<file path="src/rtl/status_indicator_bank_pkg.sv">
// status_indicator_pkg: display modes and width helpers shared by the indicator bank, its interface and bench
package status_indicator_pkg;

    typedef enum logic [1:0] {
        MODE_DIRECT  = 2'd0,
        MODE_STICKY  = 2'd1,
        MODE_STRETCH = 2'd2,
        MODE_BLINK   = 2'd3
    } mode_e;

    localparam int TICK_CNT_W = 8;

    function automatic int width_of(input int n);
        return (n <= 1) ? 1 : $clog2(n);
    endfunction

    function automatic int pages_of(input int channels, input int leds);
        return (channels + leds - 1) / leds;
    endfunction

endpackage

</file>
<file path="src/rtl/status_indicator_bank_if.sv">
// status_indicator_bank_if: status inputs, mode configuration, paging control and LED outputs of the bank
interface status_indicator_bank_if #(
    parameter int NUM_CHANNELS = 12,
    parameter int NUM_LEDS     = 8
);
    import status_indicator_pkg::*;

    localparam int ADDR_W = width_of(NUM_CHANNELS);
    localparam int PAGE_W = width_of(pages_of(NUM_CHANNELS, NUM_LEDS));

    logic [NUM_CHANNELS-1:0] signal_in;
    logic                    cfg_wr;
    logic [ADDR_W-1:0]       cfg_addr;
    mode_e                   cfg_mode;
    logic                    clear_sticky;
    logic                    page_next;
    logic [NUM_LEDS-1:0]     led_n;
    logic [PAGE_W-1:0]       page;
    logic                    tick;

    modport master (
        output signal_in, cfg_wr, cfg_addr, cfg_mode, clear_sticky, page_next,
        input  led_n, page, tick
    );

    modport slave (
        input  signal_in, cfg_wr, cfg_addr, cfg_mode, clear_sticky, page_next,
        output led_n, page, tick
    );

endinterface

</file>
<file path="src/rtl/status_indicator_bank_prescaler.sv">
// tick_prescaler: divides the clock down to a one-cycle tick every CLK_HZ/TICK_HZ cycles
module tick_prescaler #(
    parameter int CLK_HZ  = 2080000,
    parameter int TICK_HZ = 16
) (
    input  logic clock,
    input  logic reset,
    output logic tick
);
    localparam int DIV = CLK_HZ / TICK_HZ;
    localparam int CW  = $clog2(DIV);

    logic [CW-1:0] count;

    assign tick = (count == CW'(DIV - 1));

    // free-running count 0..DIV-1, wrapping in the tick cycle
    always_ff @(posedge clock) begin
        if (!reset) count <= '0;
        else        count <= tick ? '0 : count + 1'b1;
    end

endmodule

</file>
<file path="src/rtl/status_indicator_bank.sv">
// status_indicator_bank: per-channel status display modes mapped onto a paged active-low LED bank; STATUS_AUTO_PAGE_EN enables timed auto-paging
module status_indicator_bank
    import status_indicator_pkg::*;
#(
    parameter int NUM_CHANNELS  = 12,
    parameter int NUM_LEDS      = 8,
    parameter int CLK_HZ        = 2080000,
    parameter int TICK_HZ       = 16,
    parameter int STRETCH_TICKS = 4,
    parameter int BLINK_TICKS   = 2
`ifdef STATUS_AUTO_PAGE_EN
    ,
    parameter int PAGE_TICKS    = 32
`endif
) (
    input logic                  clock,
    input logic                  reset,
    status_indicator_bank_if.slave bus
);
    localparam int NUM_PAGES = pages_of(NUM_CHANNELS, NUM_LEDS);
    localparam int PAGE_W    = width_of(NUM_PAGES);
    localparam int ADDR_W    = width_of(NUM_CHANNELS);
    localparam int SLOTS     = NUM_PAGES * NUM_LEDS;

    logic                     tick;
    logic                     phase;
    logic [TICK_CNT_W-1:0]    blink_count;
    logic [NUM_CHANNELS-1:0]  signal_q;
    logic [NUM_CHANNELS-1:0]  lit;
    logic [SLOTS-1:0]         slot;
    logic [NUM_LEDS-1:0]      page_bits [NUM_PAGES];
    logic [PAGE_W-1:0]        page;
    logic [NUM_LEDS-1:0]      led_n;
    logic                     advance;

    tick_prescaler #(
        .CLK_HZ  (CLK_HZ),
        .TICK_HZ (TICK_HZ)
    ) u_prescaler (
        .clock (clock),
        .reset (reset),
        .tick  (tick)
    );

    // global blink phase, toggled every BLINK_TICKS ticks
    always_ff @(posedge clock) begin
        if (!reset) begin
            blink_count <= '0;
            phase       <= 1'b0;
        end else if (tick) begin
            blink_count <= (blink_count == TICK_CNT_W'(BLINK_TICKS - 1)) ? '0 : blink_count + 1'b1;
            phase       <= (blink_count == TICK_CNT_W'(BLINK_TICKS - 1)) ? ~phase : phase;
        end
    end

    // registered copy of the inputs for rising-edge detection
    always_ff @(posedge clock) begin
        if (!reset) signal_q <= '0;
        else        signal_q <= bus.signal_in;
    end

    for (genvar c = 0; c < NUM_CHANNELS; c++) begin : g_chan
        mode_e                 mode;
        logic                  latch;
        logic [TICK_CNT_W-1:0] count;
        logic                  hit;
        logic                  rise;

        assign hit  = bus.cfg_wr && (bus.cfg_addr == ADDR_W'(c));
        assign rise = bus.signal_in[c] & ~signal_q[c];

        // mode, sticky latch and stretch counter; a config write wipes the channel and drops that cycle's set
        always_ff @(posedge clock) begin
            if (!reset) begin
                mode  <= MODE_DIRECT;
                latch <= 1'b0;
                count <= '0;
            end else if (hit) begin
                mode  <= bus.cfg_mode;
                latch <= 1'b0;
                count <= '0;
            end else begin
                if (mode == MODE_STICKY && bus.signal_in[c]) latch <= 1'b1;
                else if (bus.clear_sticky)                   latch <= 1'b0;
                if (mode == MODE_STRETCH && rise)    count <= TICK_CNT_W'(STRETCH_TICKS);
                else if (tick && count != '0)        count <= count - 1'b1;
            end
        end

        // sticky ORs in the live input so a set shows with the same one-cycle latency as direct
        assign lit[c] = (mode == MODE_DIRECT)  ? bus.signal_in[c] :
                        (mode == MODE_STICKY)  ? bus.signal_in[c] | latch :
                        (mode == MODE_STRETCH) ? bus.signal_in[c] | (count != '0) :
                                                 bus.signal_in[c] & phase;
    end

    assign slot = SLOTS'(lit);

    for (genvar p = 0; p < NUM_PAGES; p++) begin : g_page
        assign page_bits[p] = slot[p*NUM_LEDS +: NUM_LEDS];
    end

`ifdef STATUS_AUTO_PAGE_EN
    localparam int PT_W = $clog2(PAGE_TICKS + 1);

    logic [PT_W-1:0] page_count;
    logic            page_due;

    assign page_due = tick && (page_count == PT_W'(PAGE_TICKS - 1));
    assign advance  = bus.page_next || page_due;

    // ticks spent on the current page; a manual advance restarts the interval
    always_ff @(posedge clock) begin
        if (!reset)        page_count <= '0;
        else if (advance)  page_count <= '0;
        else if (tick)     page_count <= page_count + 1'b1;
    end
`else
    assign advance = bus.page_next;
`endif

    // displayed page, wrapping after the last one
    always_ff @(posedge clock) begin
        if (!reset)       page <= '0;
        else if (advance) page <= (page == PAGE_W'(NUM_PAGES - 1)) ? '0 : page + 1'b1;
    end

    // active-low LED register for the current page
    always_ff @(posedge clock) begin
        if (!reset) led_n <= '1;
        else        led_n <= ~page_bits[page];
    end

    assign bus.led_n = led_n;
    assign bus.page  = page;
    assign bus.tick  = tick;

endmodule

</file>
<file path="src/flat_wrapper.sv">
// flat-port wrapper written by rule: the top's interface ports become plain ports
module status_indicator_bank_flat import status_indicator_pkg::*;
#(
    parameter int NUM_CHANNELS  = 12,
    parameter int NUM_LEDS      = 8,
    parameter int CLK_HZ        = 2080000,
    parameter int TICK_HZ       = 16,
    parameter int STRETCH_TICKS = 4,
    parameter int BLINK_TICKS   = 2

)
  (clock, reset, bus_signal_in, bus_cfg_wr, bus_cfg_addr, bus_cfg_mode, bus_clear_sticky, bus_page_next, bus_led_n, bus_page, bus_tick);
  status_indicator_bank_if #(.NUM_CHANNELS(NUM_CHANNELS), .NUM_LEDS(NUM_LEDS)) bus_i ();
  input logic clock;
  input logic reset;
  input wire logic [$bits(bus_i.signal_in)-1:0] bus_signal_in;
  input wire logic [$bits(bus_i.cfg_wr)-1:0] bus_cfg_wr;
  input wire logic [$bits(bus_i.cfg_addr)-1:0] bus_cfg_addr;
  input wire logic [$bits(bus_i.cfg_mode)-1:0] bus_cfg_mode;
  input wire logic [$bits(bus_i.clear_sticky)-1:0] bus_clear_sticky;
  input wire logic [$bits(bus_i.page_next)-1:0] bus_page_next;
  output wire logic [$bits(bus_i.led_n)-1:0] bus_led_n;
  output wire logic [$bits(bus_i.page)-1:0] bus_page;
  output wire logic [$bits(bus_i.tick)-1:0] bus_tick;
  assign bus_i.signal_in = bus_signal_in;
  assign bus_i.cfg_wr = bus_cfg_wr;
  assign bus_i.cfg_addr = bus_cfg_addr;
  assign bus_i.cfg_mode = bus_cfg_mode;
  assign bus_i.clear_sticky = bus_clear_sticky;
  assign bus_i.page_next = bus_page_next;
  assign bus_led_n = bus_i.led_n;
  assign bus_page = bus_i.page;
  assign bus_tick = bus_i.tick;
  status_indicator_bank #(.NUM_CHANNELS(NUM_CHANNELS), .NUM_LEDS(NUM_LEDS), .CLK_HZ(CLK_HZ), .TICK_HZ(TICK_HZ), .STRETCH_TICKS(STRETCH_TICKS), .BLINK_TICKS(BLINK_TICKS)) u_core (.clock(clock), .reset(reset), .bus(bus_i));
endmodule
</file>
<file path="config.mk">
export PLATFORM = sky130hd
export DESIGN_NAME = status_indicator_bank_flat
export DESIGN_NICKNAME = d
export VERILOG_FILES = /design/src/rtl/status_indicator_bank_pkg.sv /design/src/rtl/status_indicator_bank_if.sv /design/src/rtl/status_indicator_bank_prescaler.sv /design/src/rtl/status_indicator_bank.sv /design/src/flat_wrapper.sv
export SDC_FILE = /design/constraint.sdc
export NUM_CORES = 1
export LEC_CHECK = 0
export CAP_MARGIN = 10
export CORE_MARGIN = 4
export CORE_UTILIZATION = 50
export DETAILED_ROUTE_END_ITERATION = 7
export PLACE_DENSITY = 0.73
export SYNTH_ARGS = -nofsm -noshare
export SYNTH_HDL_FRONTEND = slang
export SYNTH_SLANG_ARGS = --single-unit
</file>
<file path="constraint.sdc">
create_clock -name clock -period 3.5 [get_ports clock]
set_input_delay 0.7 -clock clock [delete_from_list [all_inputs] [get_ports clock]]
set_output_delay 0.7 -clock clock [all_outputs]
set_load 0.02 [all_outputs]
</file>
==> results.sh, run 1 <==
export IMPL_status="finished clean"
export IMPL_htreeDepth=4
export IMPL_core_area_um2=16600
export IMPL_grt_overflow=0
export IMPL_maxSlewViolCount=0
export IMPL_ys_seq_area_frac=0.423
export IMPL_antenna_left=0
export IMPL_cts_inserted_buffers=17
export IMPL_synthDistinctLibCells=49
export IMPL_clock_sinks=179
export IMPL_final_cell_area_um2=9560
export IMPL_whs_ns=0.467
export IMPL_first_global_vias=6291
export IMPL_cts_tree="done"
export IMPL_worst_path_buf_inv=2
export IMPL_rows=47
export IMPL_fmax_mhz=307
export IMPL_viasPerCell=5.36
export IMPL_crit_chain="ha_1 -> nand4bb_1 -> or4_1 -> clkinv_8 -> clkdlybuf4s50_1"
export IMPL_die_h_um=138
export IMPL_root_buffer="clkbuf_16"
export IMPL_grt_pass1_wl_um=29000
export IMPL_synth_warnings=0
export IMPL_ys_ff_latch=179
export IMPL_worstPathMaxFanout=36
export IMPL_cts_buffer_depth=2
export IMPL_required_ns=2.80
export IMPL_post_route_period_util=0.931
export IMPL_io_buffer_count=32
export IMPL_worst_slew_pin_slew_ns=0.840
export IMPL_clock_skew_final_ns=0.00752
export IMPL_rsz0062_at_grt="false"
export IMPL_leakagePower_nw=3.53
export IMPL_max_cap_violations=0
export IMPL_dpl_instance_area_um2=8940
export IMPL_routabilityCongestion=0.783
export IMPL_hp_class="register to register"
export IMPL_finalWirelength_um=16700
export IMPL_crit_type="register to output port"
export IMPL_max_stage_delay_ns=0.64
export IMPL_synth_top_cells_by_area="dfxtp_1 (42%), xor2_1 (5.6%), nor2_1 (5.2%)"
export IMPL_maxSlewHeadroom=0.435
export IMPL_die_w_um=138
export IMPL_diodes=0
export IMPL_start_kind="register"
export IMPL_synth_main_ff_cell="dfxtp_1"
export IMPL_crit_slowest_cell="clkdlybuf4s50_1"
export IMPL_finalSetupTns_ns=0
export IMPL_final_nets=1048
export IMPL_first_pass_iters=4
export IMPL_syn_num_nets=1025
export IMPL_synth_edff_count=0
export IMPL_drcViolationCount=0
export IMPL_syn_cell_area_um2=8460
export IMPL_nFillCells=1485
export IMPL_track_usage=0.178
export IMPL_endpoint_kind="output port"
export IMPL_cts_setup_buffers=0
export IMPL_syn_to_final_growth_pct=12.9
export IMPL_setup_viol=0
export IMPL_place_hpwl_um=11300
export IMPL_die_area_um2=19100
export IMPL_layout_commonest_cell="dfxtp_1"
export IMPL_insertion_delay_ns=0.43
export IMPL_critPathTopFamily="buffers and inverters"
export IMPL_layout_common_cells="dfxtp_1 (179), nor2_1 (117), nand3_1 (57)"
export IMPL_syn_inst=980
export IMPL_vias=6628
export IMPL_clk_pin_slew_worst_paths_ns=0.07
export IMPL_peakVddDrop_mv=0.342
export IMPL_initialDrtViolationCount=341
export IMPL_wl_per_cell_um=13.5
export IMPL_finalPower_mw=4.23
export IMPL_synth_top_cell_area_share=0.423
export IMPL_finalCriticalPeriod_ns=3.26
export IMPL_layout_drive_gt1_share=0.0561
export IMPL_syn_avg_cell_area_um2=8.63
export IMPL_antenna_found_initial=0
export IMPL_synth_area_leader_cell="dfxtp_1"
export IMPL_hold_viol=0
export IMPL_ctsHoldBuffers=0
export IMPL_grt_max_degree=37
export IMPL_cts_resized=0
export IMPL_power_density_nw_per_um2=443
export IMPL_synthArstFlopShare=0
export IMPL_cp_data_arrival_time_ns=2.56
export IMPL_initial_utilization=0.510
export IMPL_pin_count=33
==> logic make-up (layout without fill, tap and decap cells) <==
logic type | after synthesis | after routing | share of synthesized area
fa+ha+maj | 22 | 22 | 0.0325
buf+inv | 81 | 117 | 0.0404
simple gates | 469 | 469 | 0.302
xor+xnor | 88 | 88 | 0.0911
flops | 179 | 179 | 0.423
compound gates | 111 | 111 | 0.0751
mux | 30 | 30 | 0.0358
==> final cells by class <==
cell class	count	area, um^2	area share
Tap cell	220	275	0.0288
Sequential cell	179	3580	0.375
Multi-Input combinational cell	720	4540	0.475
Timing Repair Buffer	37	353	0.0369
Inverter	48	193	0.0202
Clock inverter	13	171	0.0179
Clock buffer	19	443	0.0464
==> synthesized netlist by cell type, types with 2 or more instances <==
library cell	instances
a211o_1	4
a21boi_0	8
a21o_1	4
a21oi_1	55
and2_1	20
and3_1	9
buf_2	8
buf_6	2
clkbuf_1	22
dfxtp_1	179
ha_1	22
inv_1	47
mux2_2	2
mux2i_1	28
nand2_1	46
nand2b_1	28
nand3_1	57
nand3b_1	16
nand4_1	34
nand4b_1	9
nand4bb_1	2
nor2_1	117
nor2b_1	39
nor3_1	20
nor3b_1	3
nor4_1	15
nor4b_1	3
o21ai_0	29
o31ai_1	6
or2_2	8
or3_1	17
or3b_2	4
or4_1	15
xnor2_1	34
xor2_1	54
==> state kept, by name, indices dropped and copies added (netlist names) <==
signal	flops
u_core.blink_count	8
u_core.bus.led_n	8
u_core.bus.page	1
u_core.g_chan.count	96
u_core.g_chan.latch	12
u_core.g_chan.mode	24
u_core.phase	1
u_core.signal_q	12
u_core.u_prescaler.count	17
==> worst register-to-register path, delay by kind of cell, from the launching register on <==
family	cells	cell delay (ns)
AOI/OAI and AO/OA	1	0.15
buffers and inverters	2	0.59
DFF	1	0.38
adders and majority gates	1	0.22
and+or+nand+nor	4	1.28
==> final timing paths <==
path / depth (start not counted) / startpoint / slack, ns / endpoint
worst max-delay path: 5 / u_core.u_prescaler.count[0]$_SDFF_PP0_ / 0.24 / bus_tick
worst min-delay path: 2 / u_core.g_chan[3].count[1]$_SDFFE_PP0P_ / 0.47 / u_core.g_chan[3].count[1]$_SDFFE_PP0P_
worst max register to register: 8 / u_core.u_prescaler.count[0]$_SDFF_PP0_ / 0.81 / u_core.g_chan[2].count[4]$_SDFFE_PP0P_
worst min register to register: 2 / u_core.g_chan[3].count[1]$_SDFFE_PP0P_ / 0.47 / u_core.g_chan[3].count[1]$_SDFFE_PP0P_
==> routing by layer <==
metal / up-vias / GRT usage / part of all wire
met1: 3092 / 0.231 / 0.48
met5: - / 0 / 0
met3: 25 / 0.0328 / 0.027
li1: 3421 / - / -
met2: 90 / 0.293 / 0.47
met4: 0 / 0.0738 / 0.021
==> where the power goes <==
| group | internal, mW | switching (mW) |
|---|---|---|
| registers | 2.06 | 0.0179 |
| clock network | 1.15 | 0.812 |
| logic | 0.0799 | 0.107 |
==> metrics by stage <==
step	setup WS [ns]	util	instances
finish	0.242	0.576	1236
floorplan	1.14	-	980
detailed placement	0.696	0.539	1204
CTS	0.226	0.576	1236
global route	0.131	0.576	1236
global placement	0.710	0.539	1204
Note: power is estimated with default switching activity, not from simulation.
==> inputs of run 2 (changes only) <==
--- a/config.mk
+++ b/config.mk
@@ -5,10 +5,11 @@
 export SDC_FILE = /design/constraint.sdc
 export NUM_CORES = 1
 export LEC_CHECK = 0
-export CAP_MARGIN = 10
+export CAP_MARGIN = 20
 export CORE_MARGIN = 4
 export CORE_UTILIZATION = 50
 export DETAILED_ROUTE_END_ITERATION = 7
+export GPL_TIMING_DRIVEN = 1
 export PLACE_DENSITY = 0.73
 export SYNTH_ARGS = -nofsm -noshare
 export SYNTH_HDL_FRONTEND = slang
==> results of run 2 <==
No change in the layout: final DEF, timing and power equal those of run 1.
==> inputs of run 3 (changes only) <==
--- a/config.mk
+++ b/config.mk
@@ -11,6 +11,7 @@
 export DETAILED_ROUTE_END_ITERATION = 7
 export GPL_TIMING_DRIVEN = 1
 export PLACE_DENSITY = 0.73
+export SKIP_LAST_GASP = 1
 export SYNTH_ARGS = -nofsm -noshare
 export SYNTH_HDL_FRONTEND = slang
 export SYNTH_SLANG_ARGS = --single-unit
==> results of run 3 <==
No change in the layout: final DEF, timing and power equal those of run 1.
